**config.mk**
```make
export PLATFORM = sky130hd
export DESIGN_NAME = quad_enc_decoder
export DESIGN_NICKNAME = d
export VERILOG_FILES = /design/src/rtl/quad_enc_pkg.sv /design/src/rtl/enc_glitch_filter.sv /design/src/rtl/quad_enc_decoder.sv
export SDC_FILE = /design/constraint.sdc
export NUM_CORES = 1
export LEC_CHECK = 0
export BUFFER_PORTS_ARGS = -buffer_cell sky130_fd_sc_hd__buf_2
export CORE_MARGIN = 2
export CORE_UTILIZATION = 55
export CTS_CLUSTER_SIZE = 20
export DETAILED_ROUTE_END_ITERATION = 8
export GPL_ROUTABILITY_DRIVEN = 1
export PLACE_DENSITY = 0.83
export SETUP_SLACK_MARGIN = 0.15
export SKIP_CTS_REPAIR_TIMING = 1
export SLEW_MARGIN = 30
export SYNTH_ARGS = -nofsm -noshare
export SYNTH_HDL_FRONTEND = slang
export SYNTH_HIERARCHICAL = 1
export SYNTH_SLANG_ARGS = --single-unit
export TNS_END_PERCENT = 50
```
**constraint.sdc**
```tcl
create_clock -name clk -period 13.26 [get_ports clk]
set_clock_uncertainty 0.05 [all_clocks]
set_input_delay 1.326 -clock clk [delete_from_list [all_inputs] [get_ports clk]]
set_output_delay 1.326 -clock clk [all_outputs]
set_load 0.01 [all_outputs]
```
**src/rtl/quad_enc_pkg.sv**
```systemverilog
// Shared definitions for the quadrature encoder front end: mode encodings and
// the A/B transition lookup used by the decoder.
package quad_enc_pkg;

  localparam logic [1:0] MODE_X4 = 2'd0;
  localparam logic [1:0] MODE_X2 = 2'd1;
  localparam logic [1:0] MODE_X1 = 2'd2;

  typedef struct packed {
    logic legal;
    logic step;
    logic sign;  // 1 = forward
  } trans_t;

  // Position of {A,B} within the forward cycle 00 -> 10 -> 11 -> 01.
  function automatic logic [1:0] phase_idx(input logic [1:0] ab);
    return {ab[0], ab[1] ^ ab[0]};
  endfunction

  function automatic trans_t decode_trans(input logic [1:0] prev_ab, input logic [1:0] cur_ab);
    logic [1:0] d;
    trans_t     t;
    d       = phase_idx(cur_ab) - phase_idx(prev_ab);
    t.legal = (d != 2'd2);
    t.step  = (d == 2'd1) || (d == 2'd3);
    t.sign  = (d == 2'd1);
    return t;
  endfunction

endpackage

```
**src/rtl/enc_glitch_filter.sv**
```systemverilog
// Synchroniser plus stable-count glitch filter for one encoder input. The
// filtered value is loaded directly from the first fully synchronised sample.
module enc_glitch_filter #(
  parameter int unsigned SYNC_STAGES = 2,
  parameter int unsigned FILT_W      = 8
) (
  input  logic              clk,
  input  logic              rst,
  input  logic              din,
  input  logic [FILT_W-1:0] filt_len,
  output logic              dout,
  output logic              valid
);

  logic [SYNC_STAGES-1:0] sync_q;
  logic [SYNC_STAGES-1:0] fill_q;
  logic [FILT_W-1:0]      cnt_q;
  logic                   filt_q;
  logic                   valid_q;
  logic                   synced;

  assign synced = sync_q[SYNC_STAGES-1];

  always_ff @(posedge clk or posedge rst) begin
    if (rst) begin
      sync_q  <= '0;
      fill_q  <= '0;
      cnt_q   <= '0;
      filt_q  <= 1'b0;
      valid_q <= 1'b0;
    end else begin
      sync_q <= {sync_q[SYNC_STAGES-2:0], din};
      fill_q <= {fill_q[SYNC_STAGES-2:0], 1'b1};
      if (!valid_q) begin
        cnt_q <= '0;
        if (fill_q[SYNC_STAGES-1]) begin
          filt_q  <= synced;
          valid_q <= 1'b1;
        end
      end else if (synced == filt_q) begin
        cnt_q <= '0;
      end else if (cnt_q >= filt_len) begin
        // >= so a shortened filt_len mid-count cannot strand the counter.
        filt_q <= synced;
        cnt_q  <= '0;
      end else begin
        cnt_q <= cnt_q + FILT_W'(1);
      end
    end
  end

  assign dout  = filt_q;
  assign valid = valid_q;

endmodule

```
**src/rtl/quad_enc_decoder.sv**
```systemverilog
// Quadrature encoder front end: filtered A/B/Z, x1/x2/x4 position decode,
// edge and error counters, index latch and per-step pulse.
module quad_enc_decoder
  import quad_enc_pkg::*;
#(
  parameter int unsigned CNT_W       = 32,
  parameter int unsigned SYNC_STAGES = 2,
  parameter int unsigned FILT_W      = 8
) (
  input  logic              clk,
  input  logic              rst,
  input  logic              enc_a,
  input  logic              enc_b,
  input  logic              enc_z,
  input  logic              cfg_swap_ab,
  input  logic              cfg_dir_inv,
  input  logic [1:0]        cfg_mode,
  input  logic [FILT_W-1:0] cfg_filt_len,
  input  logic              cfg_z_clr_en,
  input  logic              cfg_clr,
  output logic [CNT_W-1:0]  position,
  output logic [CNT_W-1:0]  a_edge_cnt,
  output logic [CNT_W-1:0]  b_edge_cnt,
  output logic [15:0]       err_cnt,
  output logic [CNT_W-1:0]  z_pos,
  output logic              z_valid,
  output logic              step_pulse,
  output logic              step_dir,
  output logic              dir
);

  logic a_f, b_f, z_f, a_v, b_v, z_v;

  enc_glitch_filter #(.SYNC_STAGES(SYNC_STAGES), .FILT_W(FILT_W)) u_filt_a (
    .clk(clk), .rst(rst), .din(enc_a), .filt_len(cfg_filt_len), .dout(a_f), .valid(a_v)
  );
  enc_glitch_filter #(.SYNC_STAGES(SYNC_STAGES), .FILT_W(FILT_W)) u_filt_b (
    .clk(clk), .rst(rst), .din(enc_b), .filt_len(cfg_filt_len), .dout(b_f), .valid(b_v)
  );
  enc_glitch_filter #(.SYNC_STAGES(SYNC_STAGES), .FILT_W(FILT_W)) u_filt_z (
    .clk(clk), .rst(rst), .din(enc_z), .filt_len(cfg_filt_len), .dout(z_f), .valid(z_v)
  );

  logic             armed_q, armed_d;
  logic             prev_a_q, prev_b_q, prev_z_q;
  logic [CNT_W-1:0] pos_q, pos_d, a_cnt_q, a_cnt_d, b_cnt_q, b_cnt_d, z_pos_q, z_pos_d;
  logic [15:0]      err_q, err_d;
  logic             z_valid_q, z_valid_d, step_q, step_d, step_dir_q, step_dir_d, dir_q, dir_d;

  logic [1:0] cur_ab, prev_ab;
  trans_t     tr;
  logic       gate, step, up, illegal, z_rise, a_rise, b_rise;

  always_comb begin
    // Prev is kept in physical order and swapped here, so toggling the swap
    // while idle never looks like a transition.
    cur_ab  = cfg_swap_ab ? {b_f, a_f} : {a_f, b_f};
    prev_ab = cfg_swap_ab ? {prev_b_q, prev_a_q} : {prev_a_q, prev_b_q};
    tr      = decode_trans(prev_ab, cur_ab);
    case (cfg_mode)
      MODE_X2: gate = cur_ab[1] ^ prev_ab[1];
      MODE_X1: gate = (cur_ab[1] ^ prev_ab[1]) & (cur_ab[1] == tr.sign);
      default: gate = 1'b1;
    endcase
    step    = armed_q & tr.step & gate;
    up      = tr.sign ^ cfg_dir_inv;
    illegal = armed_q & ~tr.legal;
    z_rise  = armed_q & z_f & ~prev_z_q;
    a_rise  = armed_q & a_f & ~prev_a_q;
    b_rise  = armed_q & b_f & ~prev_b_q;

    armed_d    = armed_q | (a_v & b_v & z_v);
    pos_d      = pos_q;
    a_cnt_d    = a_cnt_q;
    b_cnt_d    = b_cnt_q;
    err_d      = err_q;
    z_pos_d    = z_pos_q;
    z_valid_d  = 1'b0;
    step_d     = 1'b0;
    step_dir_d = step_dir_q;
    dir_d      = dir_q;

    if (cfg_clr) begin
      pos_d   = '0;
      a_cnt_d = '0;
      b_cnt_d = '0;
      err_d   = '0;
      z_pos_d = '0;
    end else begin
      if (step) begin
        pos_d      = up ? pos_q + CNT_W'(1) : pos_q - CNT_W'(1);
        step_d     = 1'b1;
        step_dir_d = up;
        dir_d      = up;
      end
      if (z_rise) begin
        z_pos_d   = pos_q;
        z_valid_d = 1'b1;
        if (cfg_z_clr_en) pos_d = '0;
      end
      if (a_rise) a_cnt_d = a_cnt_q + CNT_W'(1);
      if (b_rise) b_cnt_d = b_cnt_q + CNT_W'(1);
      if (illegal && err_q != 16'hFFFF) err_d = err_q + 16'd1;
    end
  end

  always_ff @(posedge clk or posedge rst) begin
    if (rst) begin
      armed_q    <= 1'b0;
      prev_a_q   <= 1'b0;
      prev_b_q   <= 1'b0;
      prev_z_q   <= 1'b0;
      pos_q      <= '0;
      a_cnt_q    <= '0;
      b_cnt_q    <= '0;
      err_q      <= '0;
      z_pos_q    <= '0;
      z_valid_q  <= 1'b0;
      step_q     <= 1'b0;
      step_dir_q <= 1'b0;
      dir_q      <= 1'b0;
    end else begin
      armed_q    <= armed_d;
      prev_a_q   <= a_f;
      prev_b_q   <= b_f;
      prev_z_q   <= z_f;
      pos_q      <= pos_d;
      a_cnt_q    <= a_cnt_d;
      b_cnt_q    <= b_cnt_d;
      err_q      <= err_d;
      z_pos_q    <= z_pos_d;
      z_valid_q  <= z_valid_d;
      step_q     <= step_d;
      step_dir_q <= step_dir_d;
      dir_q      <= dir_d;
    end
  end

  assign position   = pos_q;
  assign a_edge_cnt = a_cnt_q;
  assign b_edge_cnt = b_cnt_q;
  assign err_cnt    = err_q;
  assign z_pos      = z_pos_q;
  assign z_valid    = z_valid_q;
  assign step_pulse = step_q;
  assign step_dir   = step_dir_q;
  assign dir        = dir_q;

endmodule

```
==> results.sh, run 1 <==
export IMPL_via_per_inst=5.79
export IMPL_synthFlopType="dfrtp_1"
export IMPL_dpl_instance_area_um2=11400
export IMPL_syn_inst=1149
export IMPL_cp_start_kind="flip-flop"
export IMPL_rows=50
export IMPL_ir_drop_mv=0.130
export IMPL_synth_nets=1202
export IMPL_slowest_stage="nor4_1"
export IMPL_vias=8841
export IMPL_grt_start_max_net_pins=94
export IMPL_slew_headroom_pct=34.3
export IMPL_ant_nets=0
export IMPL_wl_per_cell_um=16.1
export IMPL_synth_seq_cells=193
export IMPL_drc=0
export IMPL_synth_edff_count=0
export IMPL_cts_max_path_buffers=2
export IMPL_wl_um=24500
export IMPL_endpoint_kind="flip-flop"
export IMPL_place_gp_congestion=0.931
export IMPL_grt_pass1_vias=8214
export IMPL_area_delta_synth_final_pct=14.4
export IMPL_final_common_cell="dfrtp_1"
export IMPL_htreeDepth=4
export IMPL_max_stage_delay_ns=0.74
export IMPL_grt_ovfl_total=0
export IMPL_syn_area_um2=10500
export IMPL_fmax_mhz=229
export IMPL_stdcell_area_um2=12000
export IMPL_cts_sinks=193
export IMPL_crit_top_cell="xnor2_1"
export IMPL_crit_required_ns=13.50
export IMPL_drive_above_1_share_pct=18.5
export IMPL_status="finished, final reports clean"
export IMPL_die_h_um=142
export IMPL_period_minus_slack_ns=4.37
export IMPL_design_core_area_um2=18700
export IMPL_leakagePower_nw=5.84
export IMPL_crit_arrival_ns=4.60
export IMPL_cts_root_buffer="clkbuf_16"
export IMPL_clock_latency_ns=0.44
export IMPL_maxCapViolations=0
export IMPL_dp_hpwl_um=16800
export IMPL_syn_avg_cell_area_um2=9.11
export IMPL_met2WireLength_um=11400
export IMPL_met1_length_um=11100
export IMPL_cts_buffers=17
export IMPL_final_setup_viol_count=0
export IMPL_yosysWarnings=6
export IMPL_async_flop_share_pct=100
export IMPL_clk_pin_slew_ns=0.07
export IMPL_die_x_um=142
export IMPL_initial_core_util_pct=56.0
export IMPL_hold_viol=0
export IMPL_layout_common_cells="dfrtp_1 (193), buf_2 (165), nor2_1 (145)"
export IMPL_p_per_area_nw_per_um2=197
export IMPL_grt_first_pass_wirelength_um=40300
export IMPL_maxUsedRoutingLayer="met4"
export IMPL_drt_iter0_markers=758
export IMPL_first_pass_iters=5
export IMPL_dieArea_um2=20200
export IMPL_path_cells="xnor2_1 > ha_1 > xnor3_1 > a22oi_4 > xnor2_2 > buf_4 > xnor2_1 > ha_1 > nand2_1 > nor4_1 > nand4_1 > or2_2 > a21oi_1 > xnor2_1 > nor2_1"
export IMPL_cts_tree="built"
export IMPL_yosysSeqAreaShare_pct=46.1
export IMPL_path_class="reg2reg"
export IMPL_critPathMaxFanout=34
export IMPL_tns_ns=0
export IMPL_ioPinCount=167
export IMPL_rsz0062_at_grt="no"
export IMPL_portBuffers=166
export IMPL_design_final_nets=1329
export IMPL_wl_met3_um=1640
export IMPL_hold_class="reg2reg"
export IMPL_antenna_found_initial=4
export IMPL_tightest_slew_ns=0.985
export IMPL_grtUsageTotal_pct=24.6
export IMPL_timing_final_crit_share_pct=32.9
export IMPL_synthDistinctLibCells=65
export IMPL_slew_violations=0
worst paths after layout:
| kind | start | to | slack, ns | cells after the start |
|---|---|---|---|---|
| setup / recovery | u_filt_a/dout$_DFFE_PP0P_ | position[22]$_DFF_PP0_ | 8.89 | 15 |
| hold / removal | u_filt_b/sync_q[0]$_DFF_PP0_ | u_filt_b/sync_q[1]$_DFF_PP0_ | 0.30 | 0 |
| setup reg to reg | u_filt_a/dout$_DFFE_PP0P_ | position[22]$_DFF_PP0_ | 8.89 | 15 |
| hold reg to reg | u_filt_b/sync_q[0]$_DFF_PP0_ | u_filt_b/sync_q[1]$_DFF_PP0_ | 0.30 | 0 |
| max in group asynchronous | rst | a_edge_cnt[19]$_DFFE_PP0P_ | 10.95 | 3 |
| min in group asynchronous | rst | u_filt_z/cnt_q[5]$_DFF_PP0_ | 0.96 | 2 |
Yosys cell counts, types with 19 or more instances:
cell      instances  area, um^2
or3_1            23         144
xnor2_1          38         333
nor4_1           19         119
a21oi_1          72         360
xor2_1           76         666
nand4_1          51         319
nand2_1         128         480
nand3_1          58         290
dfrtp_1         193        4830
and3_1           22         138
clkbuf_1         51         191
inv_1            50         188
nor3_1           22         110
ha_1             34         425
nor2_1          147         552
cell families (layout without fill, tap and decap cells):
group	count (synthesis)	after routing	share of synthesized area (%)
AO/OA/AOI/OAI	123	123	7.11
XOR/XNOR	118	118	10.3
adder cells (fa/ha/maj)	34	34	4.06
buffers and inverters	115	255	4.39
flip-flops	193	193	46.1
multiplexers	20	20	1.97
other	3	7	0.108
AND/OR/NAND/NOR	543	543	26.0
worst max-delay path: cells and delay by family, from the launching register on:
kind	cells	cell delay, ns
flip-flops	1	0.48
buffers and inverters	1	0.34
AND/OR/NAND/NOR	5	1.36
adder cells (fa/ha/maj)	2	0.57
AO/OA/AOI/OAI	2	0.48
XOR/XNOR	5	0.92
power by group:
part           internal, W  switching (W)  total, W  leakage, nW
Sequential        0.000651       0.000114  0.000765         2.61
Combinational     0.000429       0.000657   0.00109         2.94
Clock             0.000265       0.000242  0.000507        0.281
layout make-up:
type | instances | area, um^2
multi-input cells | 841 | 5190
fillers | 1531 | 6730
diodes | 4 | 10.0
clock inverters | 15 | 148
inverters | 50 | 195
flip-flops and latches | 193 | 4830
clock buffers | 17 | 425
repair buffers | 173 | 886
well taps | 234 | 293
state kept, by name (all words and copies together) (netlist names), 8 cells and up:
name / cells
u_filt_a/cnt_q: 8
err_cnt: 16
b_edge_cnt: 32
u_filt_z/cnt_q: 8
position: 32
u_filt_b/cnt_q: 8
z_pos: 32
a_edge_cnt: 32
metal layers:
| metal | vias to the layer above | GRT usage, % |
|---|---|---|
| li1 | 4215 | - |
| met4 | 0 | 8.47 |
| met2 | 343 | 38.8 |
| met3 | 40 | 4.78 |
| met5 | - | 0 |
| met1 | 4243 | 34.3 |
per-stage QoR:
| step | worst slack (ns) | util [%] | std cells | total power, W | hold WS [ns] |
|---|---|---|---|---|---|
| 3_3_place_gp | 8.59 | 60.9 | 1491 | 0.00182 | 0.282 |
| 2_1_floorplan | 7.82 | - | 1149 | 0.00162 | 0.281 |
| 5_1_grt | 8.61 | 64.0 | 1525 | 0.00251 | 0.311 |
| 4_1_cts | 8.91 | 63.9 | 1523 | 0.00236 | 0.303 |
| 6_report | 8.89 | 64.0 | 1527 | 0.00236 | 0.301 |
| 3_5_place_dp | 8.55 | 60.9 | 1491 | 0.00184 | 0.286 |
Note: power is estimated with default switching activity, not from simulation.
==> inputs of run 2 (changes only) <==
clock period = 4.2 ns   (was 13.26 ns; I/O delays follow)
==> results.sh, run 2 (synthesis gave the netlist of run 1 again) <==
export IMPL_fmax_mhz=262
export IMPL_critPathMaxFanout=8
export IMPL_layout_common_cells="dfrtp_1 (193), buf_2 (165), nor2_1 (145)"
export IMPL_dp_hpwl_um=17200
export IMPL_first_pass_iters=7
export IMPL_power_w=0.00761
export IMPL_area_delta_synth_final_pct=15.2
export IMPL_maxUsedRoutingLayer="met4"
export IMPL_tightest_slew_ns=0.936
export IMPL_crit_buf_inv=0
export IMPL_antenna_found_initial=1
export IMPL_design_final_nets=1334
export IMPL_vias=8875
export IMPL_tns_ns=0
export IMPL_ir_drop_mv=0.522
export IMPL_initial_core_util_pct=56.0
export IMPL_hold_viol=0
export IMPL_path_cells="xnor2_1 > ha_1 > xnor3_1 > a22oi_4 > xnor2_2 > xnor2_1 > ha_1 > nor2_1 > nand4_1 > or2_2 > nor4_1 > o22ai_1 > xor2_1 > nor2_1"
export IMPL_grt_first_pass_wirelength_um=41200
export IMPL_dieArea_um2=20200
export IMPL_path_class="reg2reg"
export IMPL_leakagePower_nw=5.88
export IMPL_place_gp_congestion=0.927
export IMPL_cts_tree="built"
export IMPL_drt_iter0_markers=791
export IMPL_multiInputGateArea_um2=5190
export IMPL_wl_met3_um=1620
export IMPL_grt_pass1_vias=8336
export IMPL_die_x_um=142
export IMPL_rsz0062_at_grt="no"
export IMPL_max_stage_delay_ns=0.48
export IMPL_portBuffers=166
export IMPL_rows=50
export IMPL_p_per_area_nw_per_um2=631
export IMPL_die_h_um=142
export IMPL_grtUsageTotal_pct=25.1
export IMPL_fill_cells=1532
export IMPL_wl_per_cell_um=16.5
export IMPL_met1_length_um=10900
export IMPL_timing_final_crit_share_pct=90.8
export IMPL_status="finished, final reports clean"
export IMPL_maxCapViolations=0
export IMPL_period_minus_slack_ns=3.81
export IMPL_grt_start_max_net_pins=152
export IMPL_met2WireLength_um=12100
export IMPL_final_setup_viol_count=0
export IMPL_cts_max_path_buffers=2
export IMPL_endpoint_kind="flip-flop"
export IMPL_crit_arrival_ns=4.05
export IMPL_crit_required_ns=4.44
export IMPL_via_per_inst=5.80
export IMPL_slowest_stage="dfrtp_1"
export IMPL_final_common_cell="dfrtp_1"
export IMPL_clk_pin_slew_ns=0.07
export IMPL_ioPinCount=167
export IMPL_ant_nets=0
export IMPL_clock_latency_ns=0.43
export IMPL_hold_class="in2async"
export IMPL_cts_sinks=193
export IMPL_cts_root_buffer="clkbuf_16"
export IMPL_seq_area_um2=4830
export IMPL_slew_violations=0
export IMPL_grt_ovfl_total=0
export IMPL_drc=0
export IMPL_crit_family="simple AND/OR/NAND/NOR gates"
export IMPL_cp_start_kind="flip-flop"
export IMPL_cts_buffers=17
export IMPL_slew_headroom_pct=37.6
export IMPL_drive_above_1_share_pct=18.9
export IMPL_design_core_area_um2=18700
export IMPL_wl_um=25200
export IMPL_htreeDepth=4
## run 2: per-layer routing
layer / track usage [%] / vias to the layer above
met5: 0 / -
met4: 7.95 / 0
met3: 5.52 / 37
met2: 40.4 / 331
met1: 34.0 / 4313
li1: - / 4194
## run 2: per-stage QoR
step                      hold slack [ns]  util [%]  std cells  cell area, um^2  setup slack [ns]
final                              0.0280      64.5       1529            12100             0.386
after detailed placement            0.286      61.1       1496            11400             0.405
after global routing               0.0254      64.5       1529            12100             0.165
after CTS                          0.0246      64.4       1528            12000             0.402
after floorplan                     0.259         -       1149            10500             0.242
after global placement              0.282      61.1       1496            11400             0.567
## run 2: report_power, final
group | total, W | internal [W] | switching, W
Sequential | 0.00242 | 0.00206 | 0.000363
Combinational | 0.00352 | 0.00139 | 0.00212
Clock | 0.00167 | 0.000916 | 0.000758
## run 2: path summary, 6_finish.rpt
path                                               from                      endpoint  slack, ns  cells after the start
min                                                 rst   u_filt_a/cnt_q[3]$_DFF_PP0_       0.03                      2
max                           u_filt_a/dout$_DFFE_PP0P_        position[26]$_DFF_PP0_       0.39                     14
max reg2reg                   u_filt_a/dout$_DFFE_PP0P_        position[26]$_DFF_PP0_       0.39                     14
min in group clk                                  enc_z  u_filt_z/sync_q[0]$_DFF_PP0_       0.04                      1
max in group asynchronous                           rst        position[22]$_DFF_PP0_       3.22                      3
min reg2reg                u_filt_z/fill_q[0]$_DFF_PP0_  u_filt_z/fill_q[1]$_DFF_PP0_       0.30                      0
## run 2: cell type report
type	instances	share of cell area [%]
sequential	193	40.0
clock inverter	14	1.42
timing repair buffer	178	7.79
tap	234	2.43
clock buffer	18	3.64
antenna	1	0.0208
inverter	50	1.59
multi-input combinational	841	43.1
==> inputs of run 3 (changes only) <==
CORE_UTILIZATION = 50   (was 55)
PLACE_DENSITY = 0.77   (was 0.83)
==> results.sh, run 3 (synthesis gave the netlist of run 1 again) <==
export IMPL_status="finished with violations"
export IMPL_violations="negative hold slack"
export IMPL_wl_per_cell_um=16.1
export IMPL_cts_root_buffer="clkbuf_16"
export IMPL_leakagePower_nw=5.91
export IMPL_dp_hpwl_um=17800
export IMPL_drive_above_1_share_pct=19.1
export IMPL_final_setup_viol_count=0
export IMPL_p_per_area_nw_per_um2=633
export IMPL_die_x_um=149
export IMPL_rows=52
export IMPL_reg2reg_slack_ns=0.45
export IMPL_ant_nets=0
export IMPL_cts_max_path_buffers=2
export IMPL_cts_tree="built"
export IMPL_portBuffers=166
export IMPL_vias=8864
export IMPL_r2r_end="position[26]$_DFF_PP0_"
export IMPL_grt_ovfl_total=0
export IMPL_holdWs_ns=-0.0208
export IMPL_r2r_cells=14
export IMPL_max_stage_delay_ns=0.48
export IMPL_via_per_inst=5.65
export IMPL_hold_class="in2async"
export IMPL_cts_buffers=17
export IMPL_crit_buf_inv=0
export IMPL_slew_headroom_pct=51.8
export IMPL_drc=0
export IMPL_crit_arrival_ns=3.99
export IMPL_dieArea_um2=22100
export IMPL_rr_startpoint="u_filt_a/dout$_DFFE_PP0P_"
export IMPL_path_cells="xnor2_1 > ha_1 > xnor3_1 > a22oi_4 > xnor2_2 > xnor2_1 > ha_1 > nor2_1 > nand4_1 > or2_2 > nor4_1 > o22ai_1 > xor2_1 > nor2_1"
export IMPL_place_gp_congestion=0.889
export IMPL_setup_ws_ns=0.451
export IMPL_period_minus_slack_ns=3.75
export IMPL_hold_viol=15
export IMPL_critPathMaxFanout=8
export IMPL_final_common_cell="dfrtp_1"
export IMPL_die_h_um=149
export IMPL_grt_pass1_vias=8225
export IMPL_area_delta_synth_final_pct=16.2
export IMPL_ir_drop_mv=0.474
export IMPL_htreeDepth=4
export IMPL_ioPinCount=167
export IMPL_timing_final_crit_share_pct=89.3
export IMPL_design_final_nets=1337
export IMPL_first_pass_iters=5
export IMPL_fmax_mhz=267
export IMPL_grt_first_pass_wirelength_um=41800
export IMPL_path_class="reg2reg"
export IMPL_rsz0062_at_grt="no"
export IMPL_tightest_slew_ns=0.724
export IMPL_grt_start_max_net_pins=70
export IMPL_dpl_instance_area_um2=11500
export IMPL_slowest_stage="dfrtp_1"
export IMPL_clk_pin_slew_ns=0.07
export IMPL_cts_sinks=193
export IMPL_cp_start_kind="flip-flop"
export IMPL_design_core_area_um2=20400
export IMPL_layout_common_cells="dfrtp_1 (193), buf_2 (165), nor2_1 (145)"
export IMPL_clock_latency_ns=0.43
export IMPL_pre_cts_slack_ns=0.451
export IMPL_wl_um=25300
export IMPL_crit_family="simple AND/OR/NAND/NOR gates"
export IMPL_slew_violations=0
export IMPL_postLayoutCoreUtil_pct=59.7
export IMPL_drt_iter0_markers=632
export IMPL_tns_ns=0
export IMPL_antenna_found_initial=1
export IMPL_crit_required_ns=4.44
export IMPL_initial_core_util_pct=51.4
export IMPL_stdcell_area_um2=12200
export IMPL_grtUsageTotal_pct=23.2
export IMPL_endpoint_kind="flip-flop"
export IMPL_maxCapViolations=0
[run 3: changes by cell type in the layout (fill, tap and decap cells not counted), moves of 2 or more]
cell / change
bufinv_16: +2
inv_8: -2
clkinv_4: -3
buf_4: +3
inv_6: +4
[run 3: cell type report]
cell class	instances	area, um^2
diodes	1	2.50
clock buffers	18	439
clock inverters	14	199
fillers	1750	8200
inverters	50	191
multi-input cells	841	5190
flip-flops and latches	193	4830
well taps	270	338
repair buffers	181	971
[run 3: where the power goes]
group,leakage [nW],switching [W],internal (W),total [W]
clock network,0.318,0.000748,0.00103,0.00178
logic,2.98,0.00210,0.00140,0.00350
registers,2.61,0.000368,0.00206,0.00242
total,5.91,0.00322,0.00448,0.00770
[run 3: metal layers]
metal / share of wire [%] / vias up / track usage, % / wire (um)
met1: 45 / 4298 / 32.9 / 11400
met4: 1.4 / 0 / 6.43 / 352
li1: - / 4211 / - / -
met5: 0 / - / 0 / 0
met2: 47 / 323 / 37.4 / 12000
met3: 6.5 / 32 / 3.47 / 1650
[run 3: how the worst max path moves through the flow]
stage / from / endpoint / slack, ns / cells past startpoint
6_report: u_filt_a/dout$_DFFE_PP0P_ / position[26]$_DFF_PP0_ / 0.45 / 14
5_1_grt: u_filt_a/dout$_DFFE_PP0P_ / position[30]$_DFF_PP0_ / 0.18 / 14
4_1_cts: u_filt_a/dout$_DFFE_PP0P_ / position[26]$_DFF_PP0_ / 0.44 / 14
3_5_place_dp: u_filt_a/dout$_DFFE_PP0P_ / position[26]$_DFF_PP0_ / 0.45 / 14
3_3_place_gp: u_filt_b/dout$_DFFE_PP0P_ / position[26]$_DFF_PP0_ / 0.55 / 14
2_1_floorplan: u_filt_a/dout$_DFFE_PP0P_ / position[22]$_DFF_PP0_ / 0.24 / 17
[run 3: per-stage QoR]
step	cells	power (W)
after CTS	1567	0.00769
after global placement	1534	0.00581
after floorplan	1149	0.00513
final	1568	0.00770
after detailed placement	1535	0.00589
after global routing	1568	0.00819
